File: src/rtl/barramento_dados_pkg.sv
// Shared definitions for the nRisc data bus: MMIO register offsets and
// the bit layout of the FIFO status register.
package barramento_dados_pkg;

    localparam logic [7:0] OFF_FIFO    = 8'd0;
    localparam logic [7:0] OFF_COUNT   = 8'd1;
    localparam logic [7:0] OFF_TICK    = 8'd2;
    localparam logic [7:0] OFF_CLRFLAG = 8'd3;

    localparam int ST_FULL  = 0;
    localparam int ST_EMPTY = 1;
    localparam int ST_OVF   = 2;

endpackage

File: src/rtl/barramento_dados_fila_saida.sv
// Output FIFO: synchronous push/pop with full/empty/count and async reset.
// The head is taken straight from registered storage, so it only moves on an edge.
module fila_saida #(
    parameter int DEPTH = 4,
    parameter int WIDTH = 8
) (
    input  logic                       clock,
    input  logic                       reset,
    input  logic                       push,
    input  logic                       pop,
    input  logic [WIDTH-1:0]           dataIn,
    output logic [WIDTH-1:0]           dataOut,
    output logic                       full,
    output logic                       empty,
    output logic [$clog2(DEPTH+1)-1:0] count
);

    localparam int PW = (DEPTH > 1) ? $clog2(DEPTH) : 1;
    localparam int CW = $clog2(DEPTH + 1);

    logic [WIDTH-1:0] mem [DEPTH];
    logic [PW-1:0]    wrPtr;
    logic [PW-1:0]    rdPtr;
    logic             doPush;
    logic             doPop;

    assign full    = (count == CW'(DEPTH));
    assign empty   = (count == '0);
    assign doPop   = pop && !empty;
    // A simultaneous pop frees a slot, so a push into a full FIFO still lands.
    assign doPush  = push && (!full || doPop);
    assign dataOut = mem[rdPtr];

    always_ff @(posedge clock or posedge reset) begin
        if (reset) begin
            wrPtr <= '0;
            rdPtr <= '0;
            count <= '0;
            for (int i = 0; i < DEPTH; i++) begin
                mem[i] <= '0;
            end
        end else begin
            if (doPush) begin
                mem[wrPtr] <= dataIn;
                wrPtr      <= wrPtr + PW'(1);
            end
            if (doPop) begin
                rdPtr <= rdPtr + PW'(1);
            end
            case ({doPush, doPop})
                2'b10:   count <= count + CW'(1);
                2'b01:   count <= count - CW'(1);
                default: count <= count;
            endcase
        end
    end

endmodule

File: src/rtl/barramento_dados.sv
// Data-side bus unit for the nRisc core: byte RAM below MMIO_BASE, and an
// I/O window holding the output FIFO, a free-running cycle counter and status.
module barramento_dados
    import barramento_dados_pkg::*;
#(
    parameter logic [7:0] MMIO_BASE  = 8'hF0,
    parameter int         FIFO_DEPTH = 4
) (
    input  logic       Clock,
    input  logic       Reset,
    input  logic [7:0] EnderecoDados,
    input  logic [7:0] DadoEscrito,
    input  logic       MemWrite,
    input  logic       MemRead,
    output logic [7:0] DadoLido,
    output logic [7:0] SaidaDado,
    output logic       SaidaValida,
    input  logic       SaidaPronta
);

    localparam int CW = $clog2(FIFO_DEPTH + 1);

    logic [7:0]    ram [0:int'(MMIO_BASE)-1];
    logic [7:0]    ioOff;
    logic          isIo;
    logic          fifoPush;
    logic          fifoPop;
    logic          fifoFull;
    logic          fifoEmpty;
    logic [CW-1:0] fifoCount;
    logic          overflow;
    logic          ovfSet;
    logic          ovfClear;
    logic          tickLoad;
    logic [7:0]    tickCount;
    logic [7:0]    status;

    assign isIo     = (EnderecoDados >= MMIO_BASE);
    assign ioOff    = EnderecoDados - MMIO_BASE;
    assign fifoPush = MemWrite && isIo && (ioOff == OFF_FIFO);
    assign ovfClear = MemWrite && isIo && (ioOff == OFF_CLRFLAG);
    assign tickLoad = MemWrite && isIo && (ioOff == OFF_TICK);
    assign fifoPop  = SaidaValida && SaidaPronta;
    assign ovfSet   = fifoPush && fifoFull && !fifoPop;

    fila_saida #(
        .DEPTH (FIFO_DEPTH),
        .WIDTH (8)
    ) uFila (
        .clock   (Clock),
        .reset   (Reset),
        .push    (fifoPush),
        .pop     (fifoPop),
        .dataIn  (DadoEscrito),
        .dataOut (SaidaDado),
        .full    (fifoFull),
        .empty   (fifoEmpty),
        .count   (fifoCount)
    );

    assign SaidaValida = !fifoEmpty;

    // RAM is not cleared by reset, but a store coincident with reset is dropped.
    always_ff @(posedge Clock) begin
        if (!Reset && MemWrite && !isIo) begin
            ram[EnderecoDados] <= DadoEscrito;
        end
    end

    always_ff @(posedge Clock or posedge Reset) begin
        if (Reset) begin
            tickCount <= '0;
        end else if (tickLoad) begin
            tickCount <= '0;
        end else begin
            tickCount <= tickCount + 8'd1;
        end
    end

    // Sticky overflow: a fresh drop in the same cycle beats a clear request.
    always_ff @(posedge Clock or posedge Reset) begin
        if (Reset) begin
            overflow <= 1'b0;
        end else if (ovfSet) begin
            overflow <= 1'b1;
        end else if (ovfClear) begin
            overflow <= 1'b0;
        end
    end

    always_comb begin
        status           = '0;
        status[ST_FULL]  = fifoFull;
        status[ST_EMPTY] = fifoEmpty;
        status[ST_OVF]   = overflow;
    end

    always_comb begin
        DadoLido = '0;
        if (MemRead) begin
            if (!isIo) begin
                DadoLido = ram[EnderecoDados];
            end else begin
                case (ioOff)
                    OFF_FIFO:  DadoLido = status;
                    OFF_COUNT: DadoLido = {{(8-CW){1'b0}}, fifoCount};
                    OFF_TICK:  DadoLido = tickCount;
                    default:   DadoLido = '0;
                endcase
            end
        end
    end

endmodule

File: config.mk
export PLATFORM = sky130hd
export DESIGN_NAME = barramento_dados
export DESIGN_NICKNAME = d
export VERILOG_FILES = /design/src/rtl/barramento_dados_pkg.sv /design/src/rtl/barramento_dados_fila_saida.sv /design/src/rtl/barramento_dados.sv
export SDC_FILE = /design/constraint.sdc
export NUM_CORES = 2
export LEC_CHECK = 0
export ABC_AREA = 1
export CORE_MARGIN = 2
export CORE_UTILIZATION = 54
export DETAILED_ROUTE_END_ITERATION = 7
export PLACE_DENSITY = 0.7
export RECOVER_POWER = 100
export SETUP_SLACK_MARGIN = 0.4
export SYNTH_ARGS = -nofsm -noshare
export SYNTH_HDL_FRONTEND = slang
export SYNTH_SLANG_ARGS = --single-unit
File: constraint.sdc
create_clock -name Clock -period 2.91 [get_ports Clock]
set_clock_uncertainty 0.1 [all_clocks]
set_input_delay 0.582 -clock Clock [delete_from_list [all_inputs] [get_ports Clock]]
set_output_delay 0.582 -clock Clock [all_outputs]
set_load 0.005 [all_outputs]
Word-level counts from Yosys, hierarchy flattened

Memory sizes are Yosys's and may differ from the RTL's.
Cells that the tools add are included.

Add/sub/neg operators: 6
Magnitude comparators: 4
Equal/unequal tests: 6
Multiplexer cells: 15
Bitwise logic cells: 2
Reduce and logical (&&, ||, !) cells: 22

Operators by type and width:

| operator                                                    | count |
|---|---|
| 2-to-1 mux 8 bit                                            | 6 |
| bitwise mux 32 bit                                          | 1 |
| case mux 8 bit (3 select lines)                             | 1 |
| binary-select mux 8 bit (select 2 bit)                      | 1 |
| demux 8 bit (select 2 bit)                                  | 1 |
| equality test 8 x 2 -> 1 bit (second input constant)        | 2 |
| logical AND 1 bit                                           | 12 |
| adder 8 x 1 -> 8 bit (second input constant)                | 1 |
| equality test 8 x 1 -> 1 bit (second input constant)        | 1 |
| greater-or-equal comparator 8 bit (second input constant)   | 1 |
| logical NOT 8 bit                                           | 1 |
| subtractor 8 bit (second input constant)                    | 1 |
| greater-or-equal comparator 3 bit (second input constant)   | 2 |
| NOT 2 -> 3 bit                                              | 2 |
| case mux 3 bit (2 select lines)                             | 1 |
| logical NOT 1 bit                                           | 5 |
| adder 2 x 1 -> 2 bit (second input constant)                | 2 |
| 2-to-1 mux 1 bit                                            | 4 |
| nonzero test 2 bit                                          | 2 |
| adder 3 x 1 -> 3 bit (second input constant)                | 1 |
| equality test 3 bit (second input constant)                 | 1 |
| logical NOT 3 bit                                           | 1 |
| less-than comparator 3 x 1 -> 1 bit (second input constant) | 1 |
| subtractor 3 x 1 -> 3 bit (second input constant)           | 1 |
| 3 further kinds                                             | 3 |

Register bits: 48
Bits in writable memories: 1920
Output and inout bits: 17
Logic and storage cells: 65
Memories: 1

Memories:

| memory | depth | bits a word | rd ports | clocked after memory_dff | wr ports | RTL line               | text |
|---|---|---|---|---|---|---|---|
| ram    | 240   | 8           | 1        | 0                        | 1        | barramento_dados.sv:23 | `logic [7:0] ram [0:int'(MMIO_BASE)-1];` |

Logic depth before layout (Yosys ltp)

Word-level depth: 8
Gate-level depth with buffers: 20

Hierarchy

Synthesis repeated with hierarchy kept, for this count alone.

Cell total of the unflattened synthesis: 7322
Area total of the unflattened synthesis: 80304.5 um^2

Modules (own cells, without submodules):

| module           | instances | cells each | area each (um^2) |
|---|---|---|---|
| barramento_dados | 1         | 7114       | 78351.4 |
| fila_saida       | 1         | 208        | 1953.1 |

Worst setup path before layout

Ideal clock, no wire load.

Kind: input -> output
Start: input EnderecoDados[0]
End: output DadoLido[3]
Arrival: 2.104 ns
Required time: 2.228 ns
Setup slack: 0.124 ns
Cell stages on the path: 17
Buffers on the path: 4
Cells stage by stage: buf_2 buf_4 nand2_1 buf_4 buf_2 nor2_1 nor2_1 nand2_1 nand2_1 nand2_1 o21ai_0 nand2_1 nor2_1 nand2_1 nor2_1 nor2_1 nor2_1

Longest elaborated chain between the ends: 5
Elaborated cells on any way between the ends: 9

Ends and longest elaborated chain:

| what                                                       | RTL line                | text |
|---|---|---|
| start, declared                                            | barramento_dados.sv:11  | `input logic [7:0] EnderecoDados,` |
| subtractor 8 bit                                           | barramento_dados.sv:39  | `assign ioOff = EnderecoDados - MMIO_BASE;` |
| equality test 8 x 2 -> 1 bit, or another cell as far along | barramento_dados.sv:104 | `case (ioOff)` |
| case mux 8 bit (3 select lines)                            | barramento_dados.sv:104 |  |
| 2-to-1 mux 8 bit (*)                                       | barramento_dados.sv:101 | `if (!isIo) begin` |
| 2-to-1 mux 8 bit (*)                                       | barramento_dados.sv:100 | `if (MemRead) begin` |
| end, declared                                              | barramento_dados.sv:15  | `output logic [7:0] DadoLido,` |

Every way passes the cells marked *; elsewhere a longest branch is shown, timed or not.

Final worst setup path

Start: input EnderecoDados[1]
End: output DadoLido[3]

The elaborated chain is that of the path after synthesis.

==> flow_summary.yaml <==
placement:
  place_congestion: 0.931
  numPortBuffers: 37
  placed_cells: 11000
  dp_hpwl_mm: 145
  place_ws_ns: -1.76
  placed_area_mm2: 0.0942
pwr:
  power.total_mw: 62.3
  ir_drop_v: 0.000581
  p_per_area_mw_per_mm2: 604
  p_leak_nw: 44.0
synthesis:
  yosys_warnings: 0
  synth_cell_type_count: 30
  yosysSeqAreaShare_pct: 69.2
  syn_nets: 8636
  netlist_instances: 8608
  syn_avg_cell_area_um2: 9.89
  synth_area_mm2: 0.0851
  synth-seq-cells: 1968
layout:
  syn_to_final_growth_pct: 21.2
  mostFrequentLayoutCells: "nand2_1 (2994), edfxtp_1 (1920), nor2_1 (1350)"
  nets: 9273
  stdcell_area_mm2: 0.103
  instances_no_fill: 11500
  final_layout_size_suffix_gt1_share_pct: 15.6
  final_common_cell: "nand2_1"
  fillCellCount: 11500
global_routing:
  grt_first_pass_wirelength_mm: 361
  grt-ovfl-total: 0
  grt_max_degree: 91
  grt_pass1_vias: 59800
  track_usage_pct: 29.7
  antenna_found_initial: 8
clock_tree:
  cts_tree: "yes"
  clk_latency_ns: 0.84
  cts_inserted_buffers: 195
  htreeDepth: 4
  clkTransAtPathRegs_ns: 0.06
  cts.sinks: 1968
  cts-root-buf: "clkbuf_16"
  clk_path_buf_depth: 3
die:
  die_area_mm2: 0.161
  die_height_um: 401
  die_x_um: 401
  initial_core_util_pct: 54.4
  core_mm2: 0.156
  io_pins: 38
  rows: 145
sta:
  max-slew-margin-rel_pct: -132
  rsz0062_at_grt: "yes"
  hold_viol_final: 0
  tightest_slew_ns: 3.49
  fin_crit_sh_pct: 126
  finalWorstSetupSlack_ns: -0.762
  holdWs_ns: 0.302
  setup_viol: 544
  max_clock_freq_ghz: 0.272
  slew_violations: 322
  period_needed_ns: 3.67
drt:
  vias: 62100
  wl_per_cell_um: 21.4
  antenna_left: 0
  drt_first_iter_violations: 7489
  firstDrtPassIters: 8
  route.detailed.drc: 0
  viasPerCell: 5.42
  drt_wl_total_mm: 246
critical_path:
  worst_ep_required_time_ns: 2.23
  startpoint_type: "input pin"
  cp-end-kind: "output port"
  cp_max_fo: 33
  arrival_ns: 2.99
  timing_worst_setup_path_type: "in -> out"
flow_run:
  drv_cap: 7
outcome:
  violations: "max-capacitance violations, max-slew violations, negative setup slack"
  outcome: "complete, but fails checks"
worst_hold_path:
  hold_class: "in -> async"
## sequential cells by signal, summed over array words and instances, names as in the netlist
register	count
uFila.rdPtr	2
uFila.wrPtr	2
uFila.mem	32
tickCount	8
ram	1920
uFila.count	3
overflow	1
## path summary, 6_finish.rpt
path / start / endpoint / slack, ns / cells after the start
setup / recovery: EnderecoDados[1] / DadoLido[3] / -0.76 / 19
hold / removal: Reset / overflow / 0.30 / 2
setup reg to reg: uFila.count[0] / uFila.count[2] / 0.71 / 11
hold reg to reg: uFila.mem[15] / uFila.mem[15] / 0.39 / 2
max in group asynchronous: Reset / uFila.mem[13] / 1.36 / 3
min in group Clock: MemWrite / overflow / 0.31 / 3
## cell type report
type / instances / area [µm²] / area share (%)
Sequential cell: 1968 / 58900 / 57.1
Multi-Input combinational cell: 5270 / 22100 / 21.4
Timing Repair Buffer: 831 / 9460 / 9.18
Clock buffer: 243 / 5140 / 4.99
Inverter: 973 / 3750 / 3.64
Tap cell: 2058 / 2570 / 2.50
Clock inverter: 115 / 1190 / 1.16
Timing Repair inverter: 6 / 62.6 / 0.0607
Antenna cell: 1 / 2.50 / 0.00243
## logic make-up (layout without fill, tap and decap cells)
| family | after synthesis | after routing | synth area share, % |
|---|---|---|---|
| AOI/OAI and AO/OA | 562 | 562 | 3.46 |
| xor gates and xnor gates | 6 | 6 | 0.0617 |
| other | 0 | 1 | 0 |
| DFF | 1968 | 1968 | 69.2 |
| and+or+nand+nor | 4695 | 4695 | 20.8 |
| buffers and inverters | 1370 | 2168 | 6.44 |
| adders and majority gates | 7 | 7 | 0.112 |
## timing repair
action | in CTS | in global routing
buffers inserted | 42 | 13
cloned | 25 | 21
hold buffers | 1 | 0
pin swaps | 139 | 140
endpoints found under the hold margin | 18 | 0
endpoints found under the setup margin | 1952 | 684
resized for setup | 387 | 165
## per-layer routing
layer	vias up	wire, µm	track usage [%]
met4	14	10200	12.7
met3	582	25700	5.31
met2	3326	115000	47.3
li1	28700	-	-
met5	-	93	0
met1	29500	95000	40.5
## where the power goes
group / leakage, nW / switching [mW] / internal [mW]
sequential: 17.9 / 0.107 / 31.2
combinational: 23.0 / 3.73 / 2.03
clock: 3.08 / 10.9 / 14.3
## per-stage QoR
| stage | util (%) | setup TNS, ns |
|---|---|---|
| 5_1_grt | 65.9 | -87.00 |
| 4_1_cts | 65.5 | -5.49 |
| 3_3_place_gp | 60.2 | -1110.72 |
| 3_5_place_dp | 60.2 | -1139.61 |
| 2_1_floorplan | - | 0 |
| 6_report | 65.9 | -58.53 |
## synth_stat cells
cell type	n	area (µm²)
nand2_1	3125	11700
edfxtp_1	1920	57700
nor2_1	1552	5830
inv_1	955	3580
o21ai_1	297	1490
o21ai_0	197	986
clkbuf_1	193	724
buf_2	143	716
dfrtp_1	48	1200
o22ai_1	37	231
buf_1	34	128
o21bai_1	25	188
buf_6	16	180
buf_4	11	82.6
clkinv_1	10	37.5
inv_2	8	30.0
ha_1	6	75.1
nand2_2	6	37.5
xor2_1	5	43.8
nand3_1	4	20.0
nor3b_1	4	30.0
o2111ai_1	3	26.3
a21oi_1	2	10.0
a21oi_4	1	16.3
fa_1	1	20.0
nand4_1	1	6.26
nor2_2	1	6.26
nor3_1	1	5.00
nor3_2	1	10.0
xnor2_1	1	8.76
## critical path: stages
cell     delay (ns)
buf_16         0.14
buf_12         0.18
buf_12         0.18
buf_6          0.19
nand2_1        0.08
nand2_1        0.12
nand2_1        0.10
nand2_1        0.06
nor2_2         0.16
nor2_1         0.06
nor2_1         0.17
nand2_2        0.13
nand2_4        0.11
nand2_2        0.07
nor2_4         0.19
buf_6          0.13
nor2_2         0.03
nor2_1         0.10
buf_2          0.12
Power figures use the tool's default switching activity.
